--- src/rtl/mpc_pkg.sv ---
// Shared definitions for the packet port arbiter: FSM state encoding,
// default geometry and an elaboration-time log2 helper.
package mpc_pkg;

    typedef enum logic {
        ARB_IDLE = 1'b0,
        ARB_BUSY = 1'b1
    } arb_state_t;

    localparam int NPORT_DEF = 4;
    localparam int DW_DEF    = 32;
    localparam int CNT_W_DEF = 16;

    // Bits needed to index n items, never less than one.
    function automatic int clog2(input int n);
        int r;
        r = 1;
        for (int i = 1; i < 31; i++) begin
            if ((1 << i) < n) r = i + 1;
        end
        return r;
    endfunction

endpackage

--- src/rtl/pkt_port_arbiter_if.sv ---
// Handshake bundle between NPORT packet sources, the arbiter and the cache
// writer. The arbiter sits on the slave modport; sources/sink on master.
interface pkt_port_arbiter_if
    import mpc_pkg::*;
#(
    parameter int NPORT = NPORT_DEF,
    parameter int DW    = DW_DEF
);
    localparam int PW = clog2(NPORT);

    logic [NPORT-1:0]    i_sop;
    logic [NPORT-1:0]    i_vld;
    logic [NPORT*DW-1:0] i_data;
    logic [NPORT-1:0]    i_eop;
    logic [NPORT-1:0]    o_rdy;
    logic                o_sop;
    logic                o_vld;
    logic [DW-1:0]       o_data;
    logic                o_eop;
    logic [PW-1:0]       o_port;
    logic                i_rdy;

    modport slave (
        input  i_sop, i_vld, i_data, i_eop, i_rdy,
        output o_rdy, o_sop, o_vld, o_data, o_eop, o_port
    );

    modport master (
        output i_sop, i_vld, i_data, i_eop, i_rdy,
        input  o_rdy, o_sop, o_vld, o_data, o_eop, o_port
    );

endinterface

--- src/rtl/pkt_port_arbiter_rr_pick.sv ---
// Combinational round-robin pick: first requester strictly after `last`,
// wrapping, so the most recently served port has lowest priority.
module rr_pick
    import mpc_pkg::*;
#(
    parameter int NPORT = NPORT_DEF,
    parameter int PW    = clog2(NPORT)
) (
    input  logic [NPORT-1:0] req,
    input  logic [PW-1:0]    last,
    output logic [PW-1:0]    gnt_idx,
    output logic             any
);

    // Scan from farthest to nearest so the nearest requester is written last.
    always_comb begin
        logic [PW-1:0] idx_v;
        gnt_idx = '0;
        any     = 1'b0;
        idx_v   = '0;
        for (int i = NPORT; i >= 1; i--) begin
            idx_v = PW'((int'(last) + i) % NPORT);
            if (req[idx_v]) begin
                gnt_idx = idx_v;
                any     = 1'b1;
            end
        end
    end

endmodule

--- src/rtl/pkt_port_arbiter.sv ---
// Packet-granular round-robin arbiter merging NPORT sop/vld/eop streams into
// one registered output stream. Grant is held from sop to eop.
// Optional build macro ARB_STAT_EN adds per-port completed-packet counters;
// without it o_pkt_cnt is tied to zero.
//
// state    | meaning
// ARB_IDLE | no port granted; pick next sop requester, all o_rdy low
// ARB_BUSY | `grant` owns the output until its eop beat is accepted
module pkt_port_arbiter
    import mpc_pkg::*;
#(
    parameter int NPORT = NPORT_DEF,
    parameter int DW    = DW_DEF,
    parameter int CNT_W = CNT_W_DEF
) (
    input  logic                   clk,
    input  logic                   rst,
    pkt_port_arbiter_if.slave      bus,
    output logic                   o_err,
    output logic [NPORT*CNT_W-1:0] o_pkt_cnt
);

    localparam int PW = clog2(NPORT);

    arb_state_t       state, state_nxt;
    logic [PW-1:0]    grant, grant_nxt;
    logic [PW-1:0]    last_grant, last_nxt;
    logic             first, first_nxt;
    logic             err_nxt;
    logic [NPORT-1:0] rdy;
    logic [PW-1:0]    pick_idx;
    logic             pick_any;

    logic             can_acc;
    logic             acc;
    logic             sel_sop;
    logic             sel_eop;
    logic [DW-1:0]    sel_data;

    rr_pick #(.NPORT(NPORT), .PW(PW)) u_pick (
        .req     (bus.i_vld & bus.i_sop),
        .last    (last_grant),
        .gnt_idx (pick_idx),
        .any     (pick_any)
    );

    // Output register accepts a new beat whenever it is empty or draining.
    assign can_acc  = !bus.o_vld || bus.i_rdy;
    assign sel_sop  = bus.i_sop[grant];
    assign sel_eop  = bus.i_eop[grant];
    assign sel_data = bus.i_data[int'(grant)*DW +: DW];
    assign acc      = (state == ARB_BUSY) && bus.i_vld[grant] && can_acc;
    assign bus.o_rdy = rdy;

    // Next-state, grant bookkeeping, per-port ready and error detection.
    always_comb begin
        state_nxt = state;
        grant_nxt = grant;
        last_nxt  = last_grant;
        first_nxt = first;
        err_nxt   = 1'b0;
        rdy       = '0;
        case (state)
            ARB_IDLE: begin
                err_nxt = |(bus.i_vld & ~bus.i_sop);
                if (pick_any) begin
                    grant_nxt = pick_idx;
                    first_nxt = 1'b1;
                    state_nxt = ARB_BUSY;
                end
            end
            ARB_BUSY: begin
                rdy[grant] = can_acc;
                if (acc) begin
                    first_nxt = 1'b0;
                    err_nxt   = sel_sop && !first;
                    if (sel_eop) begin
                        last_nxt  = grant;
                        state_nxt = ARB_IDLE;
                    end
                end
            end
            default: state_nxt = ARB_IDLE;
        endcase
    end

    // FSM state and grant registers; last_grant resets so port 0 wins first.
    always_ff @(posedge clk) begin
        if (rst) begin
            state      <= ARB_IDLE;
            grant      <= '0;
            last_grant <= PW'(NPORT - 1);
            first      <= 1'b0;
            o_err      <= 1'b0;
        end else begin
            state      <= state_nxt;
            grant      <= grant_nxt;
            last_grant <= last_nxt;
            first      <= first_nxt;
            o_err      <= err_nxt;
        end
    end

    // Output stage: load on accept, drop valid once drained with nothing new.
    always_ff @(posedge clk) begin
        if (rst) begin
            bus.o_vld  <= 1'b0;
            bus.o_sop  <= 1'b0;
            bus.o_eop  <= 1'b0;
            bus.o_data <= '0;
            bus.o_port <= '0;
        end else if (acc) begin
            bus.o_vld  <= 1'b1;
            bus.o_sop  <= sel_sop;
            bus.o_eop  <= sel_eop;
            bus.o_data <= sel_data;
            bus.o_port <= grant;
        end else if (bus.i_rdy) begin
            bus.o_vld  <= 1'b0;
        end
    end

`ifdef ARB_STAT_EN
    logic [CNT_W-1:0] cnt [NPORT];

    // Count accepted eop beats per port, wrapping naturally.
    always_ff @(posedge clk) begin
        if (rst) begin
            for (int p = 0; p < NPORT; p++) cnt[p] <= '0;
        end else if (acc && sel_eop) begin
            cnt[grant] <= cnt[grant] + 1'b1;
        end
    end

    for (genvar p = 0; p < NPORT; p++) begin : g_cnt
        assign o_pkt_cnt[p*CNT_W +: CNT_W] = cnt[p];
    end
`else
    assign o_pkt_cnt = '0;
`endif

endmodule
--- src/flat_wrapper.sv ---
// flat-port wrapper written by rule: the top's interface ports become plain ports
module pkt_port_arbiter_flat import mpc_pkg::*;
#(
    parameter int NPORT = NPORT_DEF,
    parameter int DW    = DW_DEF,
    parameter int CNT_W = CNT_W_DEF
)
  (clk, rst, o_err, o_pkt_cnt, bus_i_sop, bus_i_vld, bus_i_data, bus_i_eop, bus_i_rdy, bus_o_rdy, bus_o_sop, bus_o_vld, bus_o_data, bus_o_eop, bus_o_port);
  pkt_port_arbiter_if #(.NPORT(NPORT), .DW(DW)) bus_i ();
  input  logic clk;
  input  logic rst;
  output logic o_err;
  output logic [NPORT*CNT_W-1:0] o_pkt_cnt;
  input wire logic [$bits(bus_i.i_sop)-1:0] bus_i_sop;
  input wire logic [$bits(bus_i.i_vld)-1:0] bus_i_vld;
  input wire logic [$bits(bus_i.i_data)-1:0] bus_i_data;
  input wire logic [$bits(bus_i.i_eop)-1:0] bus_i_eop;
  input wire logic [$bits(bus_i.i_rdy)-1:0] bus_i_rdy;
  output wire logic [$bits(bus_i.o_rdy)-1:0] bus_o_rdy;
  output wire logic [$bits(bus_i.o_sop)-1:0] bus_o_sop;
  output wire logic [$bits(bus_i.o_vld)-1:0] bus_o_vld;
  output wire logic [$bits(bus_i.o_data)-1:0] bus_o_data;
  output wire logic [$bits(bus_i.o_eop)-1:0] bus_o_eop;
  output wire logic [$bits(bus_i.o_port)-1:0] bus_o_port;
  assign bus_i.i_sop = bus_i_sop;
  assign bus_i.i_vld = bus_i_vld;
  assign bus_i.i_data = bus_i_data;
  assign bus_i.i_eop = bus_i_eop;
  assign bus_i.i_rdy = bus_i_rdy;
  assign bus_o_rdy = bus_i.o_rdy;
  assign bus_o_sop = bus_i.o_sop;
  assign bus_o_vld = bus_i.o_vld;
  assign bus_o_data = bus_i.o_data;
  assign bus_o_eop = bus_i.o_eop;
  assign bus_o_port = bus_i.o_port;
  pkt_port_arbiter #(.NPORT(NPORT), .DW(DW), .CNT_W(CNT_W)) u_core (.clk(clk), .rst(rst), .bus(bus_i), .o_err(o_err), .o_pkt_cnt(o_pkt_cnt));
endmodule
--- config.mk ---
export PLATFORM = sky130hd
export DESIGN_NAME = pkt_port_arbiter_flat
export DESIGN_NICKNAME = d
export VERILOG_FILES = /design/src/rtl/mpc_pkg.sv /design/src/rtl/pkt_port_arbiter_if.sv /design/src/rtl/pkt_port_arbiter_rr_pick.sv /design/src/rtl/pkt_port_arbiter.sv /design/src/flat_wrapper.sv
export SDC_FILE = /design/constraint.sdc
export NUM_CORES = 1
export LEC_CHECK = 0
export BUFFER_PORTS_ARGS = -buffer_cell sky130_fd_sc_hd__buf_2
export CORE_AREA = 2 2 98 100
export CTS_BUF_LIST = sky130_fd_sc_hd__clkbuf_8
export DETAILED_ROUTE_END_ITERATION = 10
export DIE_AREA = 0 0 100 102
export PLACE_DENSITY = 0.81
export REMOVE_ABC_BUFFERS = 1
export SKIP_CTS_REPAIR_TIMING = 1
export SYNTH_ARGS = -nofsm -noshare
export SYNTH_HDL_FRONTEND = slang
export SYNTH_SLANG_ARGS = --single-unit
--- constraint.sdc ---
create_clock -name clk -period 1.9 [get_ports clk]
set_clock_uncertainty 0.05 [all_clocks]
set_input_delay 0.095 -clock clk [delete_from_list [all_inputs] [get_ports clk]]
set_output_delay 0.095 -clock clk [all_outputs]
set_load 0.05 [all_outputs]
; ---- After elaboration in Yosys (flattened, before gate mapping)
; Cells that the tools add are included.
[word_totals]
register_bits = 44
elab_cells = 76
input_bits = 143
out_inout_bits = 106
[op_classes]
addsub = 4
muxes = 36
n_reduce_logical = 12
shift = 1
bitwise = 5
eq_ne = 2
n_lt_le_gt_ge = 6
[op_table]
columns = op, count
row1 = 128-bit by 8-bit variable part select with 32-bit output, 1
row2 = 1-bit 2-to-1 mux, 20
row3 = 2-bit by 3-bit less-than comparator with 1-bit output (second input constant), 5
row4 = 1-bit binary-select mux with 2-bit select, 7
row5 = 4-bit bitwise AND, 3
row6 = 2-bit 2-to-1 mux, 4
row7 = 1-bit one-hot mux with 2 select lines, 3
row8 = 2-bit by 1-bit adder with 2-bit output (second input constant), 2
row9 = 2-bit adder (second input constant), 2
row10 = 1-bit logical AND, 4
row11 = 4-bit 2-to-1 mux, 1
row12 = 4-bit inverter, 1
row13 = 2-bit AND reduction, 2
row14 = 4-bit OR reduction, 1
row15 = 3-bit AND reduction, 1
row16 = 1-bit demux with 2-bit select, 1
row17 = 2-bit by 1-bit greater-or-equal comparator with 1-bit output (second input constant), 1
row18 = 1-bit zero test, 2
row19 = 2-bit by 1-bit != test with 1-bit output (second input constant), 1
row20 = 2-bit != test (second input constant), 1
row21 = 2-bit nonzero test, 1
row22 = 1-bit logical OR, 1
row23 = 1-bit inverter, 1

; ---- Depth between registers and ports, before layout
; Gate-level depths: netlist of the first run.
[depth]
word_depth = 9
depth_mapped = 7

; ---- Hierarchy
; A second synthesis of the first run with hierarchy kept.
[unflattened]
hier_cells = 332
area_unflattened_um2 = 3069.2
[by_module_without_submodules]
columns = mod, area_each_um2, seq_area_each_um2, cells_each, instances
row1 = pkt_port_arbiter, 2977.9, 880.8, 318, 1
row2 = rr_pick, 91.3, 0.0, 14, 1

; ---- Worst setup path before layout of the first run
; No wires, ideal clock.
[synth_path]
path_kind = reg2out
start = register u_core.bus.o_vld
end = output bus_o_rdy[2]
path_buffers = 1
path_slack_ns = -0.362
path_stages_with_launch = 5
arrival_time_ns = 2.117
cell_sequence = dfxtp_1 nand2b_1 clkbuf_1 nand2_1 nor3b_1
[synth_between]
elab_chain_cells = 4
[synth_rtl]
columns = element, line_no
row1 = from (decl), pkt_port_arbiter_if.sv:25  ; output o_rdy, o_sop, o_vld, o_data, o_eop, o_port
row2 = from (signal assigned), pkt_port_arbiter.sv:107  ; bus.o_vld <= 1'b0;
row3 = from (signal assigned), pkt_port_arbiter.sv:113  ; bus.o_vld <= 1'b1;
row4 = from (signal assigned), pkt_port_arbiter.sv:119  ; bus.o_vld <= 1'b0;
row5 = 1-bit zero test, pkt_port_arbiter.sv:48  ; assign can_acc = !bus.o_vld || bus.i_rdy;
row6 = 1-bit logical OR, pkt_port_arbiter.sv:48
row7 = 4-bit bitwise AND (no line), --
row8 = 4-bit 2-to-1 mux, pkt_port_arbiter.sv:63  ; case (state)
row9 = to (decl), flat_wrapper.sv:19  ; output wire logic [$bits(bus_i.o_rdy)-1:0] bus_o_rdy;
; No other way between the ends.

; ---- Worst setup path in the final report of the first run
[layout_path]
start = register u_core.grant[0]
end = register u_core.bus.o_data[4]
[layout_between]
elab_chain_cells = 4
word_cells_on_any_way = 5
cone_classes = 1 x shift / 2 x mux / 2 x reduce/logical
[layout_rtl]
columns = element, line_no
row1 = from (decl), pkt_port_arbiter.sv:26  ; logic [PW-1:0] grant, grant_nxt;
row2 = from (signal assigned), pkt_port_arbiter.sv:97  ; grant <= grant_nxt;
row3 = branches (longest 4 deep; another with 128-bit by 8-bit variable part select with 32-bit output), --
row4 = to (signal assigned), pkt_port_arbiter.sv:116  ; bus.o_data <= sel_data;
row5 = to (decl), pkt_port_arbiter_if.sv:25
; Parallel ways; which one is timed is not known. The select of a mux whose other input is x is not followed.
; A chain may end at the register's enable or synchronous reset.

==> results of run 1 <==
[where the power goes]
group	internal (uW)	switching, uW	leakage, uW
sequential	999	52.0	0.000360
clock	291	315	0.0000486
combinational	434	855	0.00145
total	1720	1220	0.00185
[final timing paths]
kind	end	depth (start not counted)
max	u_core.bus.o_data[4]	5
max reg2reg	u_core.bus.o_data[4]	5
min reg2reg	u_core.bus.o_data[28]	2
min	u_core.bus.o_data[14]	2
[sequential cells by signal, summed over array words and instances (netlist names)]
register,flops
u_core.last_grant,2
u_core.bus.o_eop,1
u_core.state,1
u_core.bus.o_data,32
u_core.grant,2
u_core.bus.o_port,2
u_core.bus.o_sop,1
u_core.first,1
u_core.o_err,1
u_core.bus.o_vld,1
[metal layers]
| metal | track usage | share of wire | vias up |
|---|---|---|---|
| li1 | - | - | 1366 |
| met1 | 0.1903 | 0.39 | 1352 |
| met5 | 0 | 0 | - |
| met3 | 0.02736 | 0.085 | 6 |
| met2 | 0.3056 | 0.51 | 166 |
| met4 | 0.04953 | 0.013 | 0 |
[through the flow]
step,instances,TNS (ps),hold slack [ps]
4_1_cts,613,0,86.12
3_3_place_gp,605,0,390.3
5_1_grt,614,0,95.32
2_1_floorplan,300,-55900,114.1
6_report,614,0,86.01
3_5_place_dp,605,0,395.0
[area by class of cell]
| class | count | area share |
|---|---|---|
| multi-input cells | 252 | 0.4495 |
| repair buffers | 194 | 0.2609 |
| flip-flops and latches | 44 | 0.2257 |
| well taps | 111 | 0.03549 |
| clock buffers | 6 | 0.02110 |
| inverters | 4 | 0.003836 |
| clock inverters | 2 | 0.002877 |
| diodes | 1 | 0.0006394 |
[logic make-up after synthesis]
| logic type | after synthesis |
|---|---|
| simple gates | 95 |
| buf+inv | 92 |
| compound gates | 56 |
| flops | 44 |
| mux | 37 |
| other cells | 1 |
[synth_stat cells, drive strengths merged, types with 2 or more instances]
library cell  instances
dfxtp                44
a21oi                44
o21ai                 3
mux4                 35
nor2                  5
a22oi                 2
nor3                  4
nor3b                 2
or2                   2
nand2                73
inv                   4
clkbuf               12
nand3                 3
o32ai                 2
buf                  76
==> results.md, run 1 <==
- Run status: complete, no violations
- Number of enable flip-flop cells after synthesis: 0
- Initial drt markers: 89
- Post-Synthesis Cells: 325
- Synth Area in Compound Gates: 0.1008
- Final cycle utilization of the critical path: 0.9082
- Arr. time, crit path: between 1500 and 2000 ps
- CP bufs+invs: 1
- DIE WIDTH: ~100 um
- Gpl congestion: roughly 0.81
- Clock root cell: clkbuf_8
- Final setup violation count: 0
- Synthesized area per cell: about 9.4 um2
- Largest cells by area after synthesis: dfxtp_1, mux4_2, buf_4
- Dpl ws: 193.7 ps
- Leakage: 0.001855 uW
- Global-route wire length before repair: 13300 um
- Total power: a little under 3000 uW
- DR pass1 iterations: 4
- Synth Area in XOR/XNOR: 0
- Sequential area share after synthesis: 0.2884
- Top cell type's share of synthesized area: 0.2884
- Multiplexer area fraction after synthesis: 0.2651
- Post-DR vias/cell: roughly 4.7
- Final WL: 8780 um
- Area grow syn2layout: 28.14%
- Die area: 10200 um2
- FFs w/ async S/R, synth: 0
- Total Nets Final: between 600 and 700
- RSZ-0062 raised after global routing: no
- CTS tree: built
- Synth Area in Adders: 0
- Maximum vdd drop: a little under 400 uV
- Filler cells: approximately 890
- DP HPWL: 7194 um
- Largest family of logic cells by synthesized area: multiplexers
- Worst min path class: in -> reg
- Crit. End Element: flip-flop
- CORE AREA: ~9100 um2
- Post-Synth Simple-Gate Area: 0.1315
- PD cells: 752.8 nW/um2
- Synth warnings: 0
- Port bufs: between 150 and 200
- Cell variety after synth: 32
- Cell family with most CP delay: multiplexers
- Finished Cell Area: around 3900 um2
- Initial antenna violation count: 1
- Clock-pin slew on the worst setup and hold paths: ~90 ps
- Fmax: roughly 580 MHz
- Tmin final: ~1700 ps
- CTS H-tree depth: 2
- Crit-path cells: mux4_2, and3_1, buf_4, nand2_1, a21oi_1
- IO Pins: 249
- Final Hold Viols: 0
- RR Startpoint: u_core.grant[0]
- Crit path max-delay cell type: mux4_2
- Global route overflow: 0
- Final ANT Viol Nets: 0
- Setup WS post-layout: roughly 170 ps
- Multi-input gate area: ~1800 um2
- Total track usage: 0.1628
- CTS max path bufs: 2
- Placed inst area: between 3000 and 4000 um2
- Via count: 2890
- Die H: 102 um
- Number of global-route vias before repair: between 2000 and 3000
- Synth area leader: dfxtp_1
- TritonCTS Sinks: 44
- Most frequent cells in the layout: buf_2, nand2_1, conb_1
- CP Max Fanout: 23
- Crit start category: flip-flop
- Most used DFF post-synth: dfxtp_1
- Max-cap viol count: 0
- CP Class: reg -> reg
- Fin util: 0.4297
- Initial Utilization: 0.3353
- Worst-skew pair later-pin latency: between 200 and 300 ps
- Commonest non-fill, non-tap cell in the layout: buf_2
- DRC errors left: 0
- Reg2Reg Setup Slack: approximately 170 ps
- Yosys reg bits: 44
- # rows: 35
- Final Max Tran Viols: 0
- Worst path max stage delay: between 500 and 600 ps
- Share of post-route cells with drive strength above 1: 0.4841
- Pin count of the biggest net entering global routing: 29
- Routed len/inst: 14.30 um
- Total CTS buffers: 5
- Required @ worst endpoint: just over 2000 ps
- Seq. cell area: between 800 and 900 um2
- Worst hold start: rst
- Mapped Area: 3054 um2
- Crit path launch: u_core.grant[0]
Note: power is estimated with default switching activity, not from simulation.
==> run 2: changes to the inputs <==
--- a/config.mk
+++ b/config.mk
@@ -5,14 +5,16 @@
 export SDC_FILE = /design/constraint.sdc
 export NUM_CORES = 1
 export LEC_CHECK = 0
+export ABC_AREA = 1
 export BUFFER_PORTS_ARGS = -buffer_cell sky130_fd_sc_hd__buf_2
-export CORE_AREA = 2 2 98 100
+export CORE_AREA = 2 2 95 97
 export CTS_BUF_LIST = sky130_fd_sc_hd__clkbuf_8
 export DETAILED_ROUTE_END_ITERATION = 10
-export DIE_AREA = 0 0 100 102
-export PLACE_DENSITY = 0.81
+export DIE_AREA = 0 0 97 99
+export PLACE_DENSITY = 0.84
 export REMOVE_ABC_BUFFERS = 1
 export SKIP_CTS_REPAIR_TIMING = 1
 export SYNTH_ARGS = -nofsm -noshare
 export SYNTH_HDL_FRONTEND = slang
 export SYNTH_SLANG_ARGS = --single-unit
+export TNS_END_PERCENT = 20
==> run 2 against run 1 <==
Against the previous run: worst setup slack worse by 34 ps; utilization is 2.2 points higher; sequential share of layout area is 0.25 points higher; cell count is 18% higher; largest power group unchanged.
==> results.md, run 2 <==
- Run status: complete, no violations
- Crit path max-delay cell type: dfxtp_1
- Setup crit end: bus_o_rdy[0]
- Initial antenna violation count: 0
- Sequential Power Share: 0.292
- Via count: ~3300
- CTS tree: built
- Final setup violation count: 0
- Die area: 9603 um2
- Fmax: roughly 570 MHz
- Largest cells by area after synthesis: dfxtp_1, buf_4, nand2_1
- Synthesized area per cell: slightly below 7 um2
- Combinational power share: 0.562
- Die H: slightly below 100 um
- Final WL: approximately 8600 um
- Synth area leader: dfxtp_1
- Cell variety after synth: 26
- Critical path depth: 5
- Reg2Reg Setup Slack: around 200 ps
- CTS H-tree depth: 2
- Final Max Tran Viols: 0
- Clock root cell: clkbuf_8
- Worst R2R Path Depth: 8
- Mapped Area: between 2000 and 3000 um2
- CP bufs+invs: 3
- Reg with most FFs: u_core.bus.o_data
- Finished Cell Area: 3866 um2
- Post-Layout Cell Count: about 720
- Area grow syn2layout: 29.23%
- # rows: 34
- Most used DFF post-synth: dfxtp_1
- Crit path launch: u_core.state
- Max-cap viol count: 0
- Synth warnings: 0
- Cell family with most CP delay: buffers and inverters
- Post-Synthesis Cells: ~440
- Internal Power: 2051 uW
- Reg-to-Reg End: u_core.last_grant[0]
- Most frequent cells in the layout: buf_2, nand2_1, a21oi_1
- Worst-skew pair later-pin latency: 290 ps
- FFs w/ async S/R, synth: 0
- Fin util: 0.4522
- Max FFs per register: 32
- CTS max path bufs: 2
- Initial drt markers: around 110
- CP Class: reg -> out
- Arr. time, crit path: 1610 ps
- Required @ worst endpoint: 1750 ps
- Commonest non-fill, non-tap cell in the layout: buf_2
- Pin count of the biggest net entering global routing: 40
- DP HPWL: around 6600 um
- Leakage: 0.002113 uW
- Switching power: 2108 uW
- Gpl congestion: between 0.8 and 0.9
- Total track usage: 0.1716
- Global route overflow: 0
- Number of enable flip-flop cells after synthesis: 0
- Number of global-route vias before repair: 3001
- Hold slack: roughly 22 ps
- Sequential area share after synthesis: 0.2944
- Worst min path class: in -> reg
- Ant. Diodes: 0
- RSZ-0062 raised after global routing: no
- Synth top cells by count: nand2_1, a21oi_1, buf_4, dfxtp_1, a22oi_1
- Crit. End Element: primary output
- Total Nets Final: 756
- Clock share of power: 0.147
- Worst path max stage delay: roughly 360 ps
- Crit path top cell by count: inv_1
- Placed inst area: about 3800 um2
- Count leader, synth: nand2_1
- IO Pins: 249
- Global-route wire length before repair: around 14000 um
- Top cell type's share of synthesized area: 0.2944
- Final cycle utilization of the critical path: 0.9261
- Final ANT Viol Nets: 0
- Post-DR vias/cell: ~4.6
- PD cells: 1076 nW/um2
- Crit-path cells: inv_1, nor2_1, inv_1, nor3_1, buf_2
- RR Startpoint: u_core.grant[1]
- Share of post-route cells with drive strength above 1: 0.3436
- Tmin final: approximately 1800 ps
- Crit start category: flip-flop
- DRC errors left: 0
- DR pass1 iterations: 4
- Switching Fraction: 0.5069
- Final Hold Viols: 0
- Initial Utilization: 0.3499
- Routed len/inst: between 10 and 15 um
- Total CTS buffers: 5
- CP Max Fanout: 4
- Port bufs: between 150 and 200
- TritonCTS Sinks: 44
- CORE AREA: between 8000 and 9000 um2
- Yosys reg bits: 44
- Clock-pin slew on the worst setup and hold paths: roughly 90 ps
- Post-Place Cells: between 700 and 800
- DIE WIDTH: about 97 um
- Maximum vdd drop: roughly 440 uV
run 2: cell count changes in the layout (fill, tap and decap cells not counted), moves of 7 or more:
cell	delta
nor2_1	+7
o21ai_1	+33
a21oi_1	+30
a22oi_1	+35
nand2_1	+28
mux4_2	-35
inv_1	+8
run 2: worst min path at each step:
stage	startpoint	end	slack, ps	cells after the start
final	bus_i_data[68]	u_core.bus.o_data[4]	20	3
after CTS	bus_i_data[110]	u_core.bus.o_data[14]	20	3
after global routing	bus_i_data[89]	u_core.bus.o_data[25]	20	3
after floorplan	rst	u_core.bus.o_eop	110	1
after detailed placement	bus_i_data[90]	u_core.bus.o_data[26]	330	3
after global placement	bus_i_data[76]	u_core.bus.o_data[12]	320	3
run 2: final cells by class:
class                   count  area, um2
flip-flops and latches     44      882.1
well taps                 108      135.1
clock buffers               6      82.58
multi-input cells         351       1665
fillers                   903       4684
clock inverters             2      10.01
repair buffers            194       1025
inverters                  17      66.31
run 2: cell families (layout without fill, tap and decap cells):
group | after synthesis | in the layout | share of synthesized area
XOR/XNOR | 2 | 2 | 0.005856
AO/OA/AOI/OAI | 152 | 152 | 0.2877
other | 1 | 64 | 0.001254
flip-flops | 44 | 44 | 0.2944
buffers and inverters | 106 | 219 | 0.2279
AND/OR/NAND/NOR | 133 | 133 | 0.1828
run 2: worst reg2reg max path: stages (launching register included):
cell and delay, ps:
dfxtp_1 470, inv_2 110, nor2_4 90, buf_4 350, nand2_1 100, nand3_1 90, nand2_1 140, nand2_1 100
o211ai_1 80
run 2: power by group through the flow:
stage                     registers, uW  clock network, uW  logic, uW
after CTS                          1210                635       2330
final                              1210                610       2340
after floorplan                    1750                  0       1180
after global placement             1230                  0       2310
after detailed placement           1230                  0       2330
after global routing               1240                679       2550
run 2: metrics by stage:
stage,power [uW],setup TNS (ps),setup slack (ps)
final,4160,0,140.5
after CTS,4178,0,26.95
after global routing,4466,0,7.957
after global placement,3539,0,186.5
after floorplan,2927,-17680,-643.1
after detailed placement,3556,0,146.0
run 2: metal layers:
layer | up-vias | track usage | part of all wire
li1 | 1711 | - | -
met4 | 0 | 0.03575 | 0.011
met2 | 176 | 0.3040 | 0.49
met5 | - | 0 | 0
met1 | 1446 | 0.2122 | 0.41
met3 | 8 | 0.04184 | 0.087
